===== config.mk =====
export PLATFORM = sky130hd
export DESIGN_NAME = mtx_mvmul_unit
export DESIGN_NICKNAME = d
export VERILOG_FILES = /design/src/rtl/mtx_mvmul_unit.sv
export SDC_FILE = /design/constraint.sdc
export NUM_CORES = 2
export LEC_CHECK = 0
export BUFFER_PORTS_ARGS = -buffer_cell sky130_fd_sc_hd__buf_2
export CAP_MARGIN = 25
export CORE_AREA = 2 2 597 599
export CTS_CLUSTER_DIAMETER = 200
export DETAILED_ROUTE_END_ITERATION = 7
export DIE_AREA = 0 0 599 601
export HOLD_SLACK_MARGIN = 0.06
export SETUP_SLACK_MARGIN = 0.15
export SLEW_MARGIN = 20
export SYNTH_ARGS = -nofsm -noshare
export SYNTH_HDL_FRONTEND = slang
export SYNTH_SLANG_ARGS = --single-unit

===== constraint.sdc =====
create_clock -name clk -period 105.8 [get_ports clk]
set_input_delay 15.87 -clock clk [delete_from_list [all_inputs] [get_ports clk]]
set_output_delay 15.87 -clock clk [all_outputs]
set_load 0.02 [all_outputs]

===== src/rtl/mtx_mvmul_unit.sv =====
// mtx_mvmul_unit: ternary 16x16 matrix times signed Q-format vector, one saturated row per cycle
module mtx_mvmul_unit #(
  parameter int Q = 23,
  parameter int INT = 8,
  parameter int R = 16,
  parameter int C = 16,
  localparam int TOTAL = INT + Q + 1
) (
  input  logic                 clk,
  input  logic                 rst,
  input  logic                 in_valid,
  output logic                 in_ready,
  input  logic [2*R*C-1:0]     mtx_in,
  input  logic [TOTAL*C-1:0]   vec_in,
  output logic                 out_valid,
  input  logic                 out_ready,
  output logic [TOTAL*R-1:0]   vec_out,
  output logic [3:0]           status_out,
  output logic                 busy
);
  localparam int ACC = TOTAL + 5;
  localparam int RW = $clog2(R);
  localparam logic signed [ACC-1:0] MAXV = {{(ACC-TOTAL+1){1'b0}}, {(TOTAL-1){1'b1}}};
  localparam logic signed [ACC-1:0] MINV = {{(ACC-TOTAL+1){1'b1}}, {(TOTAL-1){1'b0}}};
  typedef enum logic [1:0] {IDLE, RUN, DONE} state_t;
  state_t                  state_q;
  logic [RW-1:0]           row_q;
  logic [2*R*C-1:0]        mtx_q;
  logic [TOTAL*C-1:0]      vec_q;
  logic [TOTAL*R-1:0]      res_q;
  logic                    of_q, uf_q, inv_q;
  logic                    in_ready_q, out_valid_q, busy_q;
  logic signed [ACC-1:0]   acc, x;
  logic [1:0]              code;
  logic                    row_inv, hi, lo;
  logic [TOTAL-1:0]        sat;
  // Row dot product: each ternary weight adds, subtracts or skips the widened vector element
  always_comb begin
    acc = '0;
    x = '0;
    code = '0;
    row_inv = 1'b0;
    for (int c = 0; c < C; c++) begin
      code = mtx_q[(int'(row_q)*C+c)*2 +: 2];
      x = {{(ACC-TOTAL){vec_q[c*TOTAL+TOTAL-1]}}, vec_q[c*TOTAL +: TOTAL]};
      acc = acc + (code == 2'b01 ? x : code == 2'b10 ? -x : '0);
      row_inv = row_inv | (code == 2'b11);
    end
  end
  assign hi = acc > MAXV;
  assign lo = acc < MINV;
  assign sat = hi ? MAXV[TOTAL-1:0] : lo ? MINV[TOTAL-1:0] : acc[TOTAL-1:0];
  assign in_ready = in_ready_q;
  assign out_valid = out_valid_q;
  assign busy = busy_q;
  assign vec_out = res_q;
  assign status_out = out_valid_q ? {of_q, uf_q, ~|res_q, inv_q} : 4'b0;
  // Operand capture; only the registered copies feed the datapath
  always_ff @(posedge clk)
    if (state_q == IDLE && in_valid) begin
      mtx_q <= mtx_in;
      vec_q <= vec_in;
    end
  // Control FSM: accept, sweep rows, hold result until the consumer takes it
  always_ff @(posedge clk)
    if (rst) begin
      state_q <= IDLE;
      row_q <= '0;
      res_q <= '0;
      {of_q, uf_q, inv_q} <= '0;
      in_ready_q <= 1'b1;
      out_valid_q <= 1'b0;
      busy_q <= 1'b0;
    end else
      case (state_q)
        IDLE:
          if (in_valid) begin
            state_q <= RUN;
            row_q <= '0;
            {of_q, uf_q, inv_q} <= '0;
            in_ready_q <= 1'b0;
            busy_q <= 1'b1;
          end
        RUN: begin
          res_q[int'(row_q)*TOTAL +: TOTAL] <= sat;
          of_q <= of_q | hi;
          uf_q <= uf_q | lo;
          inv_q <= inv_q | row_inv;
          row_q <= row_q + RW'(1);
          if (row_q == RW'(R-1)) begin
            state_q <= DONE;
            out_valid_q <= 1'b1;
          end
        end
        DONE:
          if (out_ready) begin
            state_q <= IDLE;
            out_valid_q <= 1'b0;
            busy_q <= 1'b0;
            in_ready_q <= 1'b1;
          end
        default: state_q <= IDLE;
      endcase
endmodule


## Yosys cells after proc, flatten, opt, wreduce, memory -nomap -nowiden

Index checks and enable logic that the tools add are counted.

| storage, ports and cells | value |
|---|---|
| register bits | 1548 |
| bits in latches | 0 |
| memory bits (writable) | 0 |
| bits in read-only memories | 0 |
| input port bits | 1028 |
| logic and storage cells | 215 |
| memories kept | 0 |

| cells by class | value |
|---|---|
| add/sub/neg operators | 48 |
| multiply operators | 0 |
| div/mod/pow operators | 0 |
| magnitude comparators | 2 |
| equality and inequality tests | 54 |
| shift operators | 18 |
| muxes and demuxes | 53 |
| bitwise operators | 18 |
| reduce and logical (&&, ||, !) cells | 11 |

Operator list:

| kind | number |
|---|---|
| indexed part select 512 x 11 -> 2 bit | 15 |
| two-way mux 37 bit | 32 |
| negator 37 bit | 16 |
| adder 37 bit | 15 |
| bitwise mux 512 bit | 1 |
| OR reduction 512 bit | 1 |
| variable shift 32 x 33 -> 512 bit (first input constant) | 1 |
| indexed part select 32 x 33 -> 512 bit | 1 |
| indexed part select 512 x 10 -> 2 bit | 1 |
| adder 8 x 4 -> 9 bit (second input constant) | 8 |
| == test 2 bit (second input constant) | 33 |
| two-way mux 32 bit | 2 |
| > comparator 37 x 32 -> 1 bit (second input constant) | 1 |
| < comparator 37 x 32 -> 1 bit (second input constant) | 1 |
| adder 8 x 3 -> 9 bit (second input constant) | 4 |
| == test 2 x 1 -> 1 bit (second input constant) | 17 |
| negator 9 -> 33 bit | 1 |
| adder 8 x 2 -> 9 bit (second input constant) | 2 |
| bitwise OR 1 bit | 18 |
| case mux 1 bit (2 select lines) | 6 |
| adder 8 x 1 -> 9 bit (second input constant) | 1 |
| AND reduction 3 bit | 3 |
| two-way mux 4 bit | 2 |
| case mux 4 bit (2 select lines) | 1 |
| other kinds (11) | 21 |

## Logic depth before layout (Yosys ltp)

| depth | value |
|---|---|
| word-level depth | 25 |
| depth in mapped cells | 42 |
| gate-level depth less buffers | 36 |

## Worst setup path after synthesis

OpenSTA, ideal clock, no wires.

| timing path | value |
|---|---|
| path type | input -> register |
| start point | input in_valid |
| end point | register row_q[2] |
| library setup time | 0.159 ns |
| data arrival time | 61.893 ns |
| slack | 43.749 ns |
| cell stages on the path | 5 |
| buffers on the path | 0 |
| cells stage by stage | nand2b_1 > nor2_1 > nor2_1 > o21ai_0 > a21oi_1 |

| between the ends | value |
|---|---|
| word-level cells in the longest chain between the ends | 2 |

Ends and longest elaborated chain:

| item | RTL line | source |
|---|---|---|
| start: declaration | 11 | `input logic in_valid,` |
| != test 2 bit (no source line) | -- |  |
| AND reduction 2 bit (no source line) | -- |  |
| end signal: assignment | 89 | `row_q <= row_q + RW'(1);` |
| end: declaration | 27 | `logic [RW-1:0] row_q;` |

Every way passes these cells.
A chain may end at the register's enable or synchronous reset.

## Final worst setup path

| timing path | value |
|---|---|
| start point | input in_valid |
| end point | register mtx_q[311] (enable) |

| between the ends | value |
|---|---|
| word-level cells in the longest chain between the ends | 1 |

Ends and longest elaborated chain:

| item | RTL line | source |
|---|---|---|
| logical AND 1 bit | 60 | `if (state_q == IDLE && in_valid) begin` |
| end signal: assignment | 61 | `mtx_q <= mtx_in;` |
| end: declaration | 28 | `logic [2*R*C-1:0] mtx_q;` |

Every way passes these cells.

==> results_dict.tcl <==
set metrics [dict create \
    grt_overflow 0 \
    area_delta_synth_final_pct 23.66 \
    synth_edf_count 1024 \
    globalplace.congestion 1.003 \
    vias 67100 \
    synthDistinctLibCells 98 \
    dr.pass1.iters 8 \
    synth_top_area_share_pct 37.69 \
    hold_viol 0 \
    track_usage_pct 22.24 \
    clkTransAtPathRegs_ps 60 \
    port_buffers 1546 \
    worst-setup-path-type "primary input to flop" \
    post_cts_resized 0 \
    cap_violations 0 \
    async_flop_share_pct 0 \
    path_cells "buf_2, nand2b_1, nor2_4, buf_4, buf_4, buf_4, buf_4, buf_4, buf_4, buf_4, buf_16" \
    cts_tree "done" \
    drive_gt1_share_pct 25.16 \
    chipWidth_um 599 \
    dp_hpwl_mm 335.8 \
    slew_headroom_pct 20.06 \
    crit_slowest_cell "buf_4" \
    nNetsFinal 10370 \
    path_delay_family "buffers and inverters" \
    die_height_um 601 \
    yosysSeqAreaShare_pct 50.55 \
    tightest_slew_ps 1188 \
    wl_per_cell_um 30.07 \
    min_period_over_period_pct 20.56 \
    cp_num_buf_inv 9 \
    postCtsHoldBufs 0 \
    endpoint_kind "flop" \
    grt_pass1_vias 63930 \
    root_buffer "clkbuf_16" \
    crit_path_frequent_cell "buf_4" \
    syn_area_per_cell_um2 11.22 \
    cp.arrival_ps 22280 \
    vias_per_cell 4.880 \
    status "finished, final reports clean" \
    ys_warn_count 0 \
    post_cts_buffers 0 \
    finalSetupViolations 0 \
    core_area_um2 354000 \
    cpPeakStageDelay_ps 910 \
    period_needed_ps 21760 \
    synth_common_cells "1024 x edfxtp_1, 881 x nand2_1, 729 x o21ai_0, 553 x inv_1, 524 x dfxtp_1" \
    fin_tns_setup_ps 0 \
    ys.flop_type "edfxtp_1" \
    start_util_pct 23.04 \
    r2r_slack_ps 90900 \
    fin_skew_ps 142.2 \
    num_io_pins 1547 \
    yosys.area.top_type "edfxtp_1" \
    wl_mm 413.5 \
    hp-class "flop to flop" \
    first_iter_violations 7345 \
    synth_area_um2 81580 \
    drtAntennaViolNets 0 \
    ys_ff_latch 1548 \
    start_kind "primary input" \
    clk_latency_ps 930 \
    slew_violations 0 \
    die-area_um2 360000 \
    grt_max_degree 89 \
    yosysMostFrequentCell "edfxtp_1" \
    cp.required_ps 106320 \
    rsz0062_at_grt "no" \
    synthTopCellsByArea "edfxtp_1 38%, dfxtp_1 13%, fa_1 12%, o21ai_0 4.5%, mux4_2 4.3%" \
    h-tree-depth 4 \
    max_freq_mhz 45.96 \
    antenna_found_initial 203 \
    rows 219 \
    path_max_fanout 76 \
    grt_pass1_wl_mm 544.9 \
    cts_buffers 178 \
    post-route-util_pct 28.50 \
    clock_path_buffers 4 \
    syn-num-nets 8854 \
    post-route-drc-count 0 \
    cts_sinks 1548 \
    syn_inst 7272 \
]
-- state kept, by name, indices dropped and copies added (netlist names) --
signal     cells
out_valid      1
vec_out      512
in_ready       1
vec_q        512
inv_q          1
uf_q           1
of_q           1
busy           1
mtx_q        512
state_q        2
row_q          4
-- metrics by stage --
| step | setup slack [ps] | cell area (um2) | cells | hold slack [ps] |
|---|---|---|---|---|
| after floorplan | 43750 | 81580 | 7272 | 432.2 |
| after global placement | 83060 | 94730 | 13350 | 446.9 |
| after detailed placement | 82960 | 94860 | 13350 | 452.2 |
| after CTS | 83920 | 100500 | 13670 | 459.9 |
| after global routing | 83670 | 100900 | 13740 | 481.2 |
| final | 84040 | 100900 | 13750 | 459.2 |
-- logic make-up (layout without fill, tap and decap cells) --
kind of cell | after synthesis | in the layout | share of synthesized area [%]
simple gates | 2305 | 2305 | 13.49
compound gates | 1664 | 1664 | 12.26
flops | 1548 | 1548 | 50.55
buf+inv | 900 | 2556 | 4.686
fa+ha+maj | 554 | 554 | 13.03
mux | 165 | 165 | 4.403
xor+xnor | 136 | 136 | 1.569
other cells | 0 | 69 | 0
-- tightest hold or removal path: stages, from the launching register on --
cell	delay [ps]
dfxtp_1	310
nand2_1	50
o21ai_1	50
-- area by class of cell --
type,instances,area (um2)
repair buffers,1682,8917
inverters,558,2095
fillers,36980,253100
well taps,4751,5944
clock inverters,93,858.3
multi-input cells,4824,36830
flip-flops and latches,1548,41250
clock buffers,223,4810
diodes,69,172.7
-- cell usage in the layout, fill, tap and decap left out, types with 23 or more instances in the layout --
cell type,synthesis,layout
mux4_2,155,155
diode_2,0,69
buf_4,4,121
clkinv_1,3,23
a211oi_1,39,39
a21oi_1,164,153
or2_2,23,23
a22o_1,31,31
nand3_1,32,30
xnor2_1,79,79
a21oi_4,29,35
inv_1,553,553
buf_2,19,1549
xor2_1,51,51
o21ai_0,729,728
fa_1,493,493
clkbuf_16,0,182
o21ai_1,292,291
nand4_1,45,45
clkbuf_1,249,30
ha_1,61,61
edfxtp_1,1024,1024
a22oi_1,56,56
nand2_1,881,877
dfxtp_1,524,520
nor4_1,233,228
a21o_1,48,48
nor2b_1,42,30
nand2b_1,73,72
o31ai_1,157,156
nor3_1,246,246
clkinv_2,0,29
nor2_1,437,430
or3_1,145,145
or4_1,51,51
-- metal layers --
layer	GRT usage (%)	routed length (um)	share of wire [%]
met4	15.40	34080	8.2
met5	0	354	0.086
met2	37.85	200000	48
met1	24.04	141200	34
met3	5.876	37860	9.2
-- path summary, 6_finish.rpt --
kind,start,to,cells after the start
min,vec_out[353],vec_out[353],2
max,in_valid,mtx_q[311],11
max reg2reg,row_q[2],vec_out[6],36
min reg2reg,vec_out[353],vec_out[353],2
Power is not shown: default switching activity piles up to over one toggle a cycle in this logic, so the estimate is an artifact.
